--- config.mk ---
export PLATFORM = sky130hd
export DESIGN_NAME = dac_i2s_tx
export DESIGN_NICKNAME = d
export VERILOG_FILES = /design/src/rtl/dac_i2s_pkg.sv /design/src/rtl/dac_i2s_clkgen.sv /design/src/rtl/dac_i2s_tx.sv
export SDC_FILE = /design/constraint.sdc
export NUM_CORES = 1
export LEC_CHECK = 0
export CELL_PAD_IN_SITES_DETAIL_PLACEMENT = 0
export CELL_PAD_IN_SITES_GLOBAL_PLACEMENT = 1
export CORE_ASPECT_RATIO = 0.7
export CORE_MARGIN = 8
export CORE_UTILIZATION = 26
export CTS_CLUSTER_DIAMETER = 40
export DETAILED_ROUTE_END_ITERATION = 10
export GPL_ROUTABILITY_DRIVEN = 0
export PLACE_DENSITY = 0.6
export SETUP_SLACK_MARGIN = 0.4
export SLEW_MARGIN = 10
export SYNTH_ARGS = -nofsm -noshare
export SYNTH_HDL_FRONTEND = slang
export SYNTH_HIERARCHICAL = 1
export SYNTH_SLANG_ARGS = --single-unit
--- constraint.sdc ---
create_clock -name masterclk -period 1.9 [get_ports masterclk]
set_input_delay 0.475 -clock masterclk [delete_from_list [all_inputs] [get_ports masterclk]]
set_output_delay 0.475 -clock masterclk [all_outputs]
set_load 0.05 [all_outputs]
--- src/rtl/dac_i2s_pkg.sv ---
// Shared constants and PCM conversion for the dac_i2s_tx serializer.
// Defining DAC_I2S_TX_LJUST_EN selects left-justified framing (data delay 0).
package dac_i2s_pkg;
  localparam int SAMPLE_W   = 16;
  localparam int FRAME_BITS = 32;
  localparam int CNT_W      = $clog2(FRAME_BITS);
  localparam int SLOT_W     = CNT_W - 1;

`ifdef DAC_I2S_TX_LJUST_EN
  localparam int DATA_DELAY = 0;
`else
  localparam int DATA_DELAY = 1;
`endif

  typedef logic [SAMPLE_W-1:0] word_t;

  // Offset-binary 8-bit PCM to left-aligned two's complement; mute forces silence.
  function automatic word_t pcm_to_word(input logic [7:0] pcm, input logic mute);
    pcm_to_word = mute ? '0 : {~pcm[7], pcm[6:0], 8'h00};
  endfunction
endpackage

--- src/rtl/dac_i2s_clkgen.sv ---
// Bit-clock divider: bclk toggles every BCLK_HALF clocks; rise/fall are
// one-cycle enables asserted in the cycle whose closing edge moves bclk.
module dac_i2s_clkgen
  import dac_i2s_pkg::*;
#(
  parameter int BCLK_HALF = 20
) (
  input  logic clk_i,
  input  logic rst_ni,
  output logic bclk_o,
  output logic bclk_rise_o,
  output logic bclk_fall_o
);
  localparam int DIV_W = $clog2(BCLK_HALF);

  logic [DIV_W-1:0] div_q, div_d;
  logic             bclk_q, bclk_d;
  logic             wrap;

  assign wrap = (div_q == DIV_W'(BCLK_HALF - 1));

  always_comb begin
    div_d  = wrap ? '0 : div_q + 1'b1;
    bclk_d = wrap ? ~bclk_q : bclk_q;
  end

  always_ff @(posedge clk_i or negedge rst_ni) begin
    if (!rst_ni) begin
      div_q  <= '0;
      bclk_q <= 1'b0;
    end else begin
      div_q  <= div_d;
      bclk_q <= bclk_d;
    end
  end

  assign bclk_o      = bclk_q;
  assign bclk_rise_o = wrap & ~bclk_q;
  assign bclk_fall_o = wrap &  bclk_q;
endmodule

--- src/rtl/dac_i2s_tx.sv ---
// 8-bit PCM to I2S (or left-justified with DAC_I2S_TX_LJUST_EN) transmitter.
// One word is captured per 32-bit frame and repeated on both channels.
module dac_i2s_tx
  import dac_i2s_pkg::*;
#(
  parameter int BCLK_HALF = 20
) (
  input  logic       masterclk,
  input  logic       rst_n,
  input  logic [7:0] dac_out,
  input  logic       dac_mute,
  output logic       i2s_bclk,
  output logic       i2s_lrclk,
  output logic       i2s_sdata,
  output logic       sample_strobe
);
  logic bclk_rise, bclk_fall;

  dac_i2s_clkgen #(.BCLK_HALF(BCLK_HALF)) u_clkgen (
    .clk_i       (masterclk),
    .rst_ni      (rst_n),
    .bclk_o      (i2s_bclk),
    .bclk_rise_o (bclk_rise),
    .bclk_fall_o (bclk_fall)
  );

  // Every transmit update happens on falling bclk; the rise enable has no consumer here.
  logic unused_bclk_rise;
  assign unused_bclk_rise = bclk_rise;

  logic [CNT_W-1:0] bitcnt_q, bitcnt_d;
  word_t            word_q, word_d;
  word_t            shreg_q, shreg_d;
  logic             sdata_q, sdata_d;
  logic             strobe_q, strobe_d;
  logic             load;

  always_comb begin
    bitcnt_d = bitcnt_q;
    word_d   = word_q;
    shreg_d  = shreg_q;
    sdata_d  = sdata_q;
    strobe_d = 1'b0;
    load     = 1'b0;
    if (bclk_fall) begin
      bitcnt_d = bitcnt_q + 1'b1;
      // Reload at the slot the delay dictates; otherwise keep shifting MSB-first,
      // which lets slot 0 carry the previous half's LSB in the delayed format.
      load = (bitcnt_d[SLOT_W-1:0] == SLOT_W'(DATA_DELAY));
      if (load) begin
        sdata_d = word_q[SAMPLE_W-1];
        shreg_d = {word_q[SAMPLE_W-2:0], 1'b0};
      end else begin
        sdata_d = shreg_q[SAMPLE_W-1];
        shreg_d = {shreg_q[SAMPLE_W-2:0], 1'b0};
      end
      if (bitcnt_d == CNT_W'(FRAME_BITS - 1)) begin
        word_d   = pcm_to_word(dac_out, dac_mute);
        strobe_d = 1'b1;
      end
    end
  end

  always_ff @(posedge masterclk or negedge rst_n) begin
    if (!rst_n) begin
      bitcnt_q <= CNT_W'(FRAME_BITS - 1);
      word_q   <= '0;
      shreg_q  <= '0;
      sdata_q  <= 1'b0;
      strobe_q <= 1'b0;
    end else begin
      bitcnt_q <= bitcnt_d;
      word_q   <= word_d;
      shreg_q  <= shreg_d;
      sdata_q  <= sdata_d;
      strobe_q <= strobe_d;
    end
  end

  assign i2s_lrclk     = bitcnt_q[CNT_W-1];
  assign i2s_sdata     = sdata_q;
  assign sample_strobe = strobe_q;
endmodule

==> results.cfg <==
[yosys]
avgSynthCellArea_um2 = 12.2
syn_inst = 109
synth_warnings = 6
synthesis.nets = 124
syn-cell-area_um2 = 1330

[timing]
final.period_utilization = 0.944
finClkSkew_ns = 0.00253
post-route-min-period_ns = 1.79
max_slew_margin = 0.760
slew_viol_final = 0
fmax_mhz = 558
tns_ns = 0
setup_viol = 0
rsz0062_at_grt = yes
hold_viol_final = 0
worstMarginPinSlew_ns = 0.360

[route]
wl_met2_um = 1350
dr.pass1.iters = 4
route.vias.total = 942
via_per_inst = 4.32
wl_um = 2800
wl_per_cell_um = 12.9
wirelength_met1_um = 1340
highest-signal-layer = met4
ant_nets = 0
drcViolationCount = 0
drtIter0Drc = 30
wl_met3_um = 84

[power_and_ir_drop]
leakage_nw = 0.818
power_density_nw_per_um2 = 581
power_mw = 1.12
vdd_drop_max_v = 0.000312

[global_route]
grt_max_degree = 29
antenna_found_initial = 0
grt_pass1_wl_um = 4470
grt_pass1_vias = 948
grt_util_all_layers = 0.0769
grt.overflow.total = 0

[placed_design]
dp_hpwl_um = 1720
placed_cell_area_um2 = 1630
port_buffers = 14
place_inst = 195

[floorplanning]
fp.dieW_um = 101
core_area_um2 = 4830
io_pins = 15
die_h_um = 75.7
row_count = 21
die_area_um2 = 7670
start_util = 0.274

[hold_path]
hp-class = reg2reg

[final_layout]
instances_no_fill = 218
drive_gt1_frac = 0.436
antenna_cells = 0
nFillCells = 471
regArea_um2 = 708
final_area_um2 = 1920
multi_input_area_um2 = 652
nets = 165
syn2layout_area_growth_pct = 45.1

[clock_tree]
clockRootBuffer = clkbuf_8
cts_tree = done
clkLatencyLatePin_ns = 0.28
cts_buffer_depth = 2
cts.sinks = 28
cts_max_level = 1
postCtsHoldBufs = 0
numCtsBuffers = 3
cts.clk_slew.worst_paths_ns = 0.10

[critical_path]
crit_fanout = 9
cp_data_required_time_ns = 2.07
endpoint_kind = flip-flop
arrival_ns = 1.97
worst_setup_path_start_kind = flip-flop
ff2ff_setup_slack_ns = 0.11
worstSetupPathType = reg2reg

[flow_run]
cap_violations = 0

[run_status]
status = completed
registers in the layout, summed over array words and instances, names as in the netlist:
register         flops
u_clkgen/bclk_o      1
i2s_sdata            1
sample_strobe        1
word_q               8
u_clkgen/div_q       5
bitcnt_q             5
shreg_q              7
repair_timing:
item | 4_1_cts | 5_1_grt
endpoints found under the hold margin | 0 | 0
pin swaps | 5 | 7
gates cloned | 0 | 1
gates resized for setup | 9 | 1
setup endpoints to repair | 20 | 19
buffers inserted | 10 | 8
layout by cell type, fill, tap and decap left out, drive strengths merged:
cell type / instances
buf: 27
dfrtp: 23
nor2: 10
clkdlybuf4s50: 10
nor2b: 9
mux2: 9
a21oi: 8
mux2i: 7
dfstp: 5
xnor2: 4
nand3: 4
clkbuf: 4
inv: 4
o21ai: 4
ha: 4
nand2: 3
and3b: 2
nand4: 2
xor2: 2
a21boi: 1
nand3b: 1
or4b: 1
o31ai: 1
bufinv: 1
and2: 1
nor3: 1
a221o: 1
power breakdown:
part | leakage [nW] | internal (mW) | switching [mW]
clock | 0.0357 | 0.282 | 0.199
combinational | 0.420 | 0.0231 | 0.0171
sequential | 0.362 | 0.596 | 0
total | 0.818 | 0.902 | 0.216
routing by layer:
metal  vias to the layer above  GRT usage
li1                        451          -
met1                       472     0.0882
met2                        15      0.130
met3                         4     0.0246
met4                         0     0.0345
met5                         -          0
final timing paths:
| path | to | startpoint | cells past startpoint |
|---|---|---|---|
| max | word_q[10] | bitcnt_q[0] | 6 |
| min | u_clkgen/bclk_o | u_clkgen/bclk_o | 1 |
| max reg2reg | word_q[10] | bitcnt_q[0] | 6 |
| min reg2reg | u_clkgen/bclk_o | u_clkgen/bclk_o | 1 |
| max in group asynchronous | bitcnt_q[2] | rst_n | 2 |
| min in group asynchronous | word_q[12] | rst_n | 2 |
critical path, cell delays in order, from the launching register on:
cell     delay, ns
dfstp_2       0.61
buf_4         0.14
and3b_4       0.21
o21ai_1       0.09
a21oi_4       0.16
buf_12        0.14
mux2_2        0.32
area by class of cell:
type                    instances  share of cell area
flip-flops and latches         28               0.368
repair buffers                 38               0.203
multi-input cells              75               0.339
well taps                      69              0.0449
clock inverters                 1              0.0156
clock buffers                   3              0.0215
inverters                       4             0.00781
stage by stage:
stage,utilization,hold slack [ns],setup WS (ns)
CTS,0.377,0.508,0.104
floorplan,-,0.179,0.161
finish,0.398,0.507,0.107
detailed placement,0.338,0.461,0.0213
global placement,0.338,0.441,0.0826
global route,0.398,0.525,0.0290
Power figures use the tool's default switching activity.
